$ cat config.mk
export PLATFORM = sky130hd
export DESIGN_NAME = multicycle_ctrl_fsm
export DESIGN_NICKNAME = d
export VERILOG_FILES = /design/src/rtl/multicycle_ctrl_fsm.sv
export SDC_FILE = /design/constraint.sdc
export NUM_CORES = 1
export LEC_CHECK = 0
export BUFFER_PORTS_ARGS = -buffer_cell sky130_fd_sc_hd__buf_4
export CELL_PAD_IN_SITES_DETAIL_PLACEMENT = 0
export CELL_PAD_IN_SITES_GLOBAL_PLACEMENT = 1
export CORE_MARGIN = 2
export CORE_UTILIZATION = 35
export CTS_CLUSTER_DIAMETER = 150
export DETAILED_ROUTE_END_ITERATION = 8
export PLACE_DENSITY = 0.8
export SLEW_MARGIN = 20
export SYNTH_ARGS = -nofsm -noshare
export SYNTH_HDL_FRONTEND = slang
export SYNTH_SLANG_ARGS = --single-unit
$ cat constraint.sdc
create_clock -name clk -period 2.55 [get_ports clk]
set_clock_uncertainty 0.1 [all_clocks]
set_input_delay 0.255 -clock clk [delete_from_list [all_inputs] [get_ports clk]]
set_output_delay 0.255 -clock clk [all_outputs]
set_load 0.01 [all_outputs]
$ cat src/rtl/multicycle_ctrl_fsm.sv
// ---------------------------------------------------------------------------
// multicycle_ctrl_fsm
//
// Multicycle control unit for an RV32I/RV64I datapath. Sequences fetch,
// decode, execute, memory and writeback, and drives every datapath strobe.
// Memory accesses use a req/ready handshake with an optional bounded wait;
// branches are resolved here from the ALU flags; an unknown instruction or
// a memory timeout parks the unit in TRAP, and ebreak/ecall parks it in HALT.
//
// Parameters:
//   MEM_TIMEOUT  cycles to wait for mem_ready before faulting (0 = no limit)
//   TO_W         wait counter width, must hold MEM_TIMEOUT
//   XLEN         datapath width, used only to check the shift amount
//
// Ports:
//   clk, reset                 clock, asynchronous active-high reset
//   opcode/funct3/funct7       instruction register decode fields
//   mem_ready                  memory completes the current request
//   alu_zero, alu_lt           ALU result flags for branch resolution
//   state_out                  current state encoding (debug)
//   mem_req/mem_we/mem_iord    memory request, write, address select
//   ir/a/b/aout/mdr_load       datapath register enables
//   pc_write, pc_src           PC load and source select
//   reg_write, wb_sel          register file write and source select
//   alu_src_a/b, alu_op        ALU operand selects and operation
//   shift_op                   shifter operation
//   halted, fault              sticky status flags
//
// Optional build macro CTRL_PERF_CNT_EN adds retired_cnt and stall_cnt.
// ---------------------------------------------------------------------------
module multicycle_ctrl_fsm #(
  parameter int unsigned MEM_TIMEOUT = 16,
  parameter int unsigned TO_W        = 5,
  parameter int unsigned XLEN        = 64
) (
  input  logic        clk,
  input  logic        reset,
  input  logic [6:0]  opcode,
  input  logic [2:0]  funct3,
  input  logic [6:0]  funct7,
  input  logic        mem_ready,
  input  logic        alu_zero,
  input  logic        alu_lt,
  output logic [4:0]  state_out,
  output logic        mem_req,
  output logic        mem_we,
  output logic        mem_iord,
  output logic        ir_load,
  output logic        a_load,
  output logic        b_load,
  output logic        aout_load,
  output logic        mdr_load,
  output logic        pc_write,
  output logic [1:0]  pc_src,
  output logic        reg_write,
  output logic [1:0]  wb_sel,
  output logic [1:0]  alu_src_a,
  output logic [1:0]  alu_src_b,
  output logic [2:0]  alu_op,
  output logic [1:0]  shift_op,
  output logic        halted,
`ifdef CTRL_PERF_CNT_EN
  output logic [31:0] retired_cnt,
  output logic [31:0] stall_cnt,
`endif
  output logic        fault
);

  typedef enum logic [4:0] {
    StIdle   = 5'd0,
    StFetch  = 5'd1,
    StDecode = 5'd2,
    StExeR   = 5'd3,
    StExeI   = 5'd4,
    StAddr   = 5'd5,
    StMemRd  = 5'd6,
    StMemWr  = 5'd7,
    StWbAlu  = 5'd8,
    StWbMem  = 5'd9,
    StBranch = 5'd10,
    StLui    = 5'd11,
    StJal    = 5'd12,
    StJalr   = 5'd13,
    StShift  = 5'd14,
    StHalt   = 5'd30,
    StTrap   = 5'd31
  } state_e;

  localparam logic [6:0] OpR      = 7'b0110011;
  localparam logic [6:0] OpImm    = 7'b0010011;
  localparam logic [6:0] OpLoad   = 7'b0000011;
  localparam logic [6:0] OpStore  = 7'b0100011;
  localparam logic [6:0] OpBranch = 7'b1100011;
  localparam logic [6:0] OpLui    = 7'b0110111;
  localparam logic [6:0] OpJal    = 7'b1101111;
  localparam logic [6:0] OpJalr   = 7'b1100111;
  localparam logic [6:0] OpSystem = 7'b1110011;

  localparam logic [2:0] AluPass = 3'b000;
  localparam logic [2:0] AluAdd  = 3'b001;
  localparam logic [2:0] AluSub  = 3'b010;
  localparam logic [2:0] AluAnd  = 3'b011;
  localparam logic [2:0] AluSlt  = 3'b111;

  localparam logic [TO_W:0] TimeoutVal = MEM_TIMEOUT[TO_W:0];

  state_e          state_q, state_d;
  logic [TO_W-1:0] wait_cnt_q, wait_cnt_d;
  logic            halted_q, halted_d;
  logic            fault_q, fault_d;

  // Instruction legality, evaluated while in DECODE.
  logic r_legal, shamt_ok, shift_legal, br_legal;
  logic mem_wait, timeout;
  logic [TO_W:0] cnt_inc;

  always_comb begin
    r_legal = ((funct7 == 7'b0000000) &&
               (funct3 == 3'b000 || funct3 == 3'b111 || funct3 == 3'b010)) ||
              ((funct7 == 7'b0100000) && (funct3 == 3'b000));
    // funct7[0] is shamt[5]; only legal when the datapath is 64 bits wide.
    shamt_ok    = (XLEN == 32) ? !funct7[0] : 1'b1;
    shift_legal = 1'b0;
    if (funct3 == 3'b001) begin
      shift_legal = (funct7[6:1] == 6'b000000) && shamt_ok;
    end else if (funct3 == 3'b101) begin
      shift_legal = ((funct7[6:1] == 6'b000000) || (funct7[6:1] == 6'b010000)) && shamt_ok;
    end
    br_legal = (funct3 == 3'b000) || (funct3 == 3'b001) ||
               (funct3 == 3'b100) || (funct3 == 3'b101);
  end

  // The wait counter holds the number of ready-less cycles already spent in
  // the current wait state. A timeout fires in the cycle whose miss would
  // bring that count up to MEM_TIMEOUT; ready in that same cycle still wins.
  assign mem_wait = (state_q == StFetch) || (state_q == StMemRd) || (state_q == StMemWr);
  assign cnt_inc  = {1'b0, wait_cnt_q} + 1'b1;
  assign timeout  = (MEM_TIMEOUT != 0) && !mem_ready && (cnt_inc == TimeoutVal);

  always_comb begin
    state_d   = state_q;
    mem_req   = 1'b0;
    mem_we    = 1'b0;
    mem_iord  = 1'b0;
    ir_load   = 1'b0;
    a_load    = 1'b0;
    b_load    = 1'b0;
    aout_load = 1'b0;
    mdr_load  = 1'b0;
    pc_write  = 1'b0;
    pc_src    = 2'b00;
    reg_write = 1'b0;
    wb_sel    = 2'b00;
    alu_src_a = 2'b00;
    alu_src_b = 2'b00;
    alu_op    = AluPass;
    shift_op  = 2'b00;

    case (state_q)
      StIdle: state_d = StFetch;

      StFetch: begin
        mem_req = 1'b1;
        if (mem_ready) begin
          // Latch IR and advance PC by 4 in the same cycle.
          ir_load   = 1'b1;
          pc_write  = 1'b1;
          alu_src_b = 2'b01;
          alu_op    = AluAdd;
          state_d   = StDecode;
        end else if (timeout) begin
          state_d = StTrap;
        end
      end

      StDecode: begin
        a_load    = 1'b1;
        b_load    = 1'b1;
        aout_load = 1'b1;
        alu_src_b = 2'b11;  // speculative branch/jal target PC+(imm<<1)
        alu_op    = AluAdd;
        case (opcode)
          OpR: state_d = r_legal ? StExeR : StTrap;
          OpImm: begin
            if (funct3 == 3'b000 || funct3 == 3'b010) begin
              state_d = StExeI;
            end else if (shift_legal) begin
              state_d = StShift;
            end else begin
              state_d = StTrap;
            end
          end
          OpLoad, OpStore: state_d = StAddr;
          OpBranch:        state_d = br_legal ? StBranch : StTrap;
          OpLui:           state_d = StLui;
          OpJal:           state_d = StJal;
          OpJalr:          state_d = StJalr;
          OpSystem:        state_d = StHalt;
          default:         state_d = StTrap;
        endcase
      end

      StExeR: begin
        alu_src_a = 2'b01;
        aout_load = 1'b1;
        case ({funct7[5], funct3})
          4'b0_000: alu_op = AluAdd;
          4'b1_000: alu_op = AluSub;
          4'b0_111: alu_op = AluAnd;
          4'b0_010: alu_op = AluSlt;
          default:  alu_op = AluPass;
        endcase
        state_d = StWbAlu;
      end

      StExeI: begin
        alu_src_a = 2'b01;
        alu_src_b = 2'b10;
        aout_load = 1'b1;
        alu_op    = (funct3 == 3'b010) ? AluSlt : AluAdd;
        state_d   = StWbAlu;
      end

      StWbAlu: begin
        reg_write = 1'b1;
        state_d   = StFetch;
      end

      StShift: begin
        // Shifter result is captured in AOut and written back the same cycle.
        alu_src_a = 2'b01;
        alu_src_b = 2'b10;
        aout_load = 1'b1;
        reg_write = 1'b1;
        if (funct3 == 3'b101) begin
          shift_op = funct7[5] ? 2'b10 : 2'b01;
        end
        state_d = StFetch;
      end

      StAddr: begin
        alu_src_a = 2'b01;
        alu_src_b = 2'b10;
        alu_op    = AluAdd;
        aout_load = 1'b1;
        state_d   = (opcode == OpLoad) ? StMemRd : StMemWr;
      end

      StMemRd: begin
        mem_req  = 1'b1;
        mem_iord = 1'b1;
        if (mem_ready) begin
          mdr_load = 1'b1;
          state_d  = StWbMem;
        end else if (timeout) begin
          state_d = StTrap;
        end
      end

      StMemWr: begin
        mem_req  = 1'b1;
        mem_we   = 1'b1;
        mem_iord = 1'b1;
        if (mem_ready) begin
          state_d = StFetch;
        end else if (timeout) begin
          state_d = StTrap;
        end
      end

      StWbMem: begin
        reg_write = 1'b1;
        wb_sel    = 2'b01;
        state_d   = StFetch;
      end

      StBranch: begin
        alu_src_a = 2'b01;
        pc_src    = 2'b01;
        alu_op    = funct3[2] ? AluSlt : AluSub;
        case (funct3)
          3'b000:  pc_write = alu_zero;
          3'b001:  pc_write = !alu_zero;
          3'b100:  pc_write = alu_lt;
          3'b101:  pc_write = !alu_lt;
          default: pc_write = 1'b0;
        endcase
        state_d = StFetch;
      end

      StLui: begin
        reg_write = 1'b1;
        wb_sel    = 2'b10;
        state_d   = StFetch;
      end

      StJal: begin
        // Link value is the already-incremented PC.
        reg_write = 1'b1;
        wb_sel    = 2'b11;
        pc_write  = 1'b1;
        pc_src    = 2'b01;
        state_d   = StFetch;
      end

      StJalr: begin
        alu_src_a = 2'b01;
        alu_src_b = 2'b10;
        alu_op    = AluAdd;
        reg_write = 1'b1;
        wb_sel    = 2'b11;
        pc_write  = 1'b1;
        pc_src    = 2'b10;
        state_d   = StFetch;
      end

      StHalt, StTrap: state_d = state_q;

      default: state_d = StTrap;
    endcase
  end

  always_comb begin
    wait_cnt_d = wait_cnt_q;
    if (state_d != state_q) begin
      wait_cnt_d = '0;
    end else if (mem_wait && !mem_ready && (wait_cnt_q != {TO_W{1'b1}})) begin
      wait_cnt_d = wait_cnt_q + 1'b1;
    end
    halted_d = halted_q | (state_d == StHalt);
    fault_d  = fault_q | (state_d == StTrap);
  end

  always_ff @(posedge clk or posedge reset) begin
    if (reset) begin
      state_q    <= StIdle;
      wait_cnt_q <= '0;
      halted_q   <= 1'b0;
      fault_q    <= 1'b0;
    end else begin
      state_q    <= state_d;
      wait_cnt_q <= wait_cnt_d;
      halted_q   <= halted_d;
      fault_q    <= fault_d;
    end
  end

  assign state_out = state_q;
  assign halted    = halted_q;
  assign fault     = fault_q;

`ifdef CTRL_PERF_CNT_EN
  logic [31:0] retired_q, stall_q;

  always_ff @(posedge clk or posedge reset) begin
    if (reset) begin
      retired_q <= '0;
      stall_q   <= '0;
    end else begin
      // Every return to FETCH other than the first one out of IDLE retires.
      if ((state_d == StFetch) && (state_q != StFetch) && (state_q != StIdle)) begin
        retired_q <= retired_q + 32'd1;
      end
      if (mem_req && !mem_ready) begin
        stall_q <= stall_q + 32'd1;
      end
    end
  end

  assign retired_cnt = retired_q;
  assign stall_cnt   = stall_q;
`endif

endmodule

==> metrics.txt, run 1 <==
Worst setup EP type=flop; vias in the first global route=1740; GRT Total Usage=18.14%; peak supply drop=0.1583 mV; H-tree lvl count=1; Final GP Congestion=0.8109; register area share after synthesis=17.83%; Max Cap Violations=0; outcome=finished, final reports clean; Worst Reg-to-Reg Cells=9; chip height=73.37 microns; clk sinks=12; CP required=2.57 ns; achievable frequency=415.1 MHz; mapped cell area=1684 sq um; Die ar.=5382 sq um; commonest non-fill, non-tap cell in the layout=buf_4; antenna viol nets, final=0; pins over their slew limit=0; reg-to-reg critical path endpoint=wait_cnt_q[1]; fin crit period=2.409 ns; FF+latch count, synth=12; number of fill cells=495; IO Port Bufs=50; crit start category=flop; CTS Buf Count=3; Via Count=1944; Critical Path Max Stage Delay=0.42 ns; setup violators final=0; Post-Syn Instances=238; core region area=4692 sq um; GRT overflow=0; r2r startpoint=wait_cnt_q[0]; Slowest cell on crit path=a2111oi_4; Die X=73.37 microns; Worst path top cell family by delay=compound AO/OA/AOI/OAI gates; per-cell routed wire length=14.41 microns; slew margin rel.=64.37%; worst-skew pair later-pin latency=0.23 ns; DP Cell Count=339; largest net degree at the start of global routing=23; LEAKAGE=0.9513 nW; Cell Chain, Critical Path=ha_1, and3_1, ha_1, and4_1, o21ai_2, a2111oi_4, o31ai_1, nand4_1, nor2_1; synthesized net count=263; Ys Warns=0; Hold EP=fault; CTS tree=yes; Worst Hold Launch=fault; Worst EP arrival=2.42 ns; share of cells above drive strength 1=29.66%; final instance area=2248 sq um; Worst-path clk slew=0.05 ns; Top Ports=52; initial antenna violation count=0; fin crit share=94.47%; n_diodes=0; Async S/R FF share, synth=100.0%; vias per cell=5.651; Max FO, Critical Path=5; fin nets=316; Post-Route WL=4.958 mm; number of distinct library cells after synthesis=62; CP Buf/Inv Count=0; first-pass GRT wire length=8.052 mm; initial DRC count=222; post-DP HPWL=3.840 mm; Hold Vio Cnt, Final=0; Finished Layout Cells=344; Hold Path Cell Cnt=1; DR pass1 iterations=5; post-layout util=47.92%; Setup Crit Path Kind=flop to flop; Post-CTS Setup Repair Bufs=0; Post-synth EDFFs=0; Placed Area=2160 sq um; Top FF cell, synth=dfrtp_1; Root Driver=clkbuf_8; largest buffer count on any clock path=2; Starting Density=35.89%; worst-margin pin slew=0.5345 ns; r2r setup slk=0.14 ns; Site Rows=25; most frequent CP cell=ha_1; CP Launch Point=wait_cnt_q[0]; area delta synth->final=33.51%; Mean Syn Cell Area=7.076 sq um; most frequent cells in the layout=68 x buf_4, 30 x nor2_1, 23 x nand2_1, 14 x nand2b_1, 14 x nor3_1; drc violations=0; Pwr Density=251.9 nW/um^2; worst hold path type=flop to flop
[routing by layer]
| metal | wire length (microns) | up-vias | global-route usage (%) | share of wire [%] |
|---|---|---|---|---|
| met5 | 0 | - | 0 | 0 |
| li1 | - | 978 | - | - |
| met1 | 2338 | 903 | 25.75 | 47 |
| met4 | 44 | 0 | 3.636 | 0.89 |
| met2 | 2358 | 57 | 30.13 | 48 |
| met3 | 215 | 6 | 1.509 | 4.3 |
[sequential cells by signal (all words and copies together), names as in the netlist]
| register | count |
|---|---|
| state_out | 5 |
| fault | 1 |
| halted | 1 |
| wait_cnt_q | 5 |
[worst max-delay path by stage]
stage	to	cells past startpoint	slack [ns]
after floorplan	wait_cnt_q[0]	9	0.23
after global placement	fault	8	0.12
after detailed placement	wait_cnt_q[1]	9	0.09
after CTS	wait_cnt_q[1]	9	0.07
after global routing	wait_cnt_q[2]	9	-0.04
final	wait_cnt_q[1]	9	0.14
[timing repair]
item,CTS,global route
hold buffers,1,0
endpoints found under the setup margin,0,7
hold endpoints to repair,12,0
gates resized for setup,0,4
[per-stage QoR]
step                hold slack (ns)  worst slack (ns)  setup TNS, ns  power, mW
finish                       0.3645            0.1411              0     0.5664
global route                 0.4038          -0.03888        -0.1120     0.5960
detailed placement           0.1852           0.08602              0     0.3669
floorplan                   0.01970            0.2308              0     0.2988
global placement             0.1807            0.1218              0     0.3662
CTS                          0.3654           0.06980              0     0.5670
[cells in the mapped netlist, types with 3 or more instances]
cell type / number / share of area (%)
a211oi_1: 3 / 1.3
a21oi_1: 12 / 3.6
a31oi_1: 4 / 1.5
and2_1: 3 / 1.1
buf_4: 6 / 2.7
clkbuf_1: 13 / 2.9
dfrtp_1: 12 / 18
ha_1: 3 / 2.2
inv_1: 3 / 0.67
mux2i_1: 3 / 1.8
nand2_1: 23 / 5.1
nand2b_1: 14 / 5.2
nand3_1: 4 / 1.2
nand4_1: 6 / 2.2
nor2_1: 30 / 6.7
nor2b_1: 6 / 2.2
nor3_1: 14 / 4.2
nor3b_1: 4 / 1.8
o21ai_0: 4 / 1.2
o21ai_1: 4 / 1.2
o31a_1: 3 / 1.6
o31ai_1: 4 / 1.8
or2_1: 4 / 1.5
xnor2_1: 3 / 1.6
xor2_1: 3 / 1.6
[worst register-to-register path, delay by kind of cell, from the launching register on]
family	cells	cell delay, ns
DFF	1	0.39
and+or+nand+nor	4	0.62
adders and majority gates	2	0.54
AOI/OAI and AO/OA	3	0.64
[cells by family (layout without fill, tap and decap cells)]
kind of cell    count (synthesis)  count (layout)  share of synthesized area (%)
compound gates                 57              57                          25.41
xor+xnor                        6               6                          3.121
fa+ha+maj                       3               3                          2.229
buf+inv                        26              78                          7.206
flops                          12              12                          17.83
mux                             3               3                          1.783
other cells                     1               1                         0.2227
simple gates                  130             130                          42.20
[where the power goes]
| group | switching (mW) | internal (mW) | total [mW] |
|---|---|---|---|
| combinational | 0.0806 | 0.0747 | 0.155 |
| clock | 0.0644 | 0.136 | 0.200 |
| sequential | 0.0111 | 0.200 | 0.211 |
| total | 0.156 | 0.410 | 0.566 |
[area by class of cell]
type	count	area, sq um	share of cell area [%]
tap	54	67.56	3.005
clock buffer	4	55.05	2.449
timing repair buffer	69	520.5	23.15
multi-input combinational	200	1285	57.15
inverter	5	18.77	0.8347
sequential	12	301.5	13.41
Power figures use the tool's default switching activity.
==> inputs of run 2 (changes only) <==
- CAP_MARGIN: default -> 20
- REMOVE_ABC_BUFFERS: default -> 1
==> run 2 against run 1 <==
  * Global-route usage grew 1.6 points
  * Count of clock-buffer cells in the layout stayed put
  * Sequential power about the same
  * Die area is the same
  * Wire length up 5.1%
  * Hold slack got worse by 0.0040 ns
  * Setup slack gained 0.0026 ns
  * Clock power about the same
==> metrics.txt, run 2 (synthesis results as in run 1) <==
Die X=73.37 microns; Worst EP arrival=2.47 ns; core region area=4692 sq um; drc violations=0; fin crit share=94.36%; Die ar.=5382 sq um; pins over their slew limit=0; CTS tree=yes; Pwr Density=253.2 nW/um^2; setup TNS after final layout=0 ns; area delta synth->final=33.43%; Worst Reg-to-Reg Cells=9; GRT overflow=0; chip height=73.37 microns; reg-to-reg critical path endpoint=wait_cnt_q[0]; Max Cap Violations=0; outcome=finished, final reports clean; Hold Vio Cnt, Final=0; Finished Layout Cells=342; setup violators final=0; DR pass1 iterations=4; Post-CTS Setup Repair Bufs=0; r2r setup slk=0.14 ns; share of cells above drive strength 1=29.17%; fin crit period=2.406 ns; worst hold margin=0.3605 ns; Hold Path Cell Cnt=1; vias per cell=5.705; Hold EP=fault; IO Port Bufs=50; post-DP HPWL=4.029 mm; initial antenna violation count=0; CTS Buf Count=3; crit start category=flop; commonest non-fill, non-tap cell in the layout=buf_4; final instance area=2247 sq um; largest net degree at the start of global routing=18; CP required=2.61 ns; H-tree lvl count=1; number of fill cells=503; GRT Total Usage=19.79%; initial DRC count=180; largest buffer count on any clock path=2; Final GP Congestion=0.8194; antenna viol nets, final=0; n_diodes=0; Site Rows=25; DP Cell Count=337; Root Driver=clkbuf_8; Starting Density=35.89%; Top Ports=52; achievable frequency=415.6 MHz; Max FO, Critical Path=5; most frequent cells in the layout=65 x buf_4, 30 x nor2_1, 22 x nand2_1, 14 x nand2b_1, 14 x nor3_1; Via Count=1951; Worst-path clk slew=0.05 ns; Worst setup EP type=flop; clk sinks=12; worst hold path type=flop to flop; Post-Route WL=5.212 mm; fin nets=314; peak supply drop=0.2351 mV; r2r startpoint=wait_cnt_q[0]; vias in the first global route=1857; Worst Hold Launch=fault; LEAKAGE=0.9508 nW; first-pass GRT wire length=8.680 mm; per-cell routed wire length=15.24 microns; worst-skew pair later-pin latency=0.24 ns; Placed Area=2157 sq um; Setup Crit Path Kind=flop to flop
run 2: how the worst max path moves through the flow:
stage | startpoint | to | slack (ns) | cells after the start
floorplan | wait_cnt_q[0] | wait_cnt_q[0] | 0.23 | 9
global route | wait_cnt_q[0] | wait_cnt_q[3] | -0.07 | 9
global placement | funct7[1] | fault | 0.13 | 8
CTS | wait_cnt_q[0] | wait_cnt_q[2] | 0.05 | 9
detailed placement | wait_cnt_q[0] | wait_cnt_q[0] | 0.06 | 9
finish | wait_cnt_q[0] | wait_cnt_q[0] | 0.14 | 9
run 2: power by group:
part | total [mW] | switching, mW | leakage, nW | internal [mW]
combinational | 0.159 | 0.0842 | 0.789 | 0.0749
sequential | 0.208 | 0.00857 | 0.133 | 0.200
clock | 0.202 | 0.0656 | 0.0288 | 0.136
total | 0.569 | 0.158 | 0.951 | 0.411
run 2: cell type report:
type	instances	area [sq um]	share of cell area (%)
multi-input cells	200	1287	57.29
repair buffers	67	518.0	23.05
flip-flops and latches	12	300.3	13.36
well taps	54	67.56	3.007
clock buffers	4	55.05	2.450
inverters	5	18.77	0.8352
run 2: repair_timing:
item                                    in CTS  in global routing
endpoints found under the hold margin       12                  0
hold buffers                                 1                  0
gates resized for setup                      0                  4
endpoints found under the setup margin       0                  5
run 2: stage by stage:
step	power (mW)	setup slack [ns]	util, %
2_1_floorplan	0.2816	0.2308	-
3_3_place_gp	0.3667	0.1350	45.97
3_5_place_dp	0.3674	0.06101	45.97
4_1_cts	0.5743	0.05418	47.36
5_1_grt	0.6040	-0.06824	47.89
6_report	0.5690	0.1437	47.89
run 2: critical path: stages, from the launching register on:
cell	delay, ns
dfrtp_1	0.37
ha_1	0.24
and3_1	0.16
ha_1	0.30
and4_1	0.22
o21ai_2	0.11
a2111oi_4	0.13
o31ai_1	0.28
nand4_1	0.26
nor2_1	0.17
run 2: metal layers:
metal	part of all wire (%)	vias up	track usage, %
met5	0	-	0
met4	0.86	0	5.455
met3	2.9	4	1.097
met2	48	52	31.53
met1	48	918	28.95
li1	-	977	-
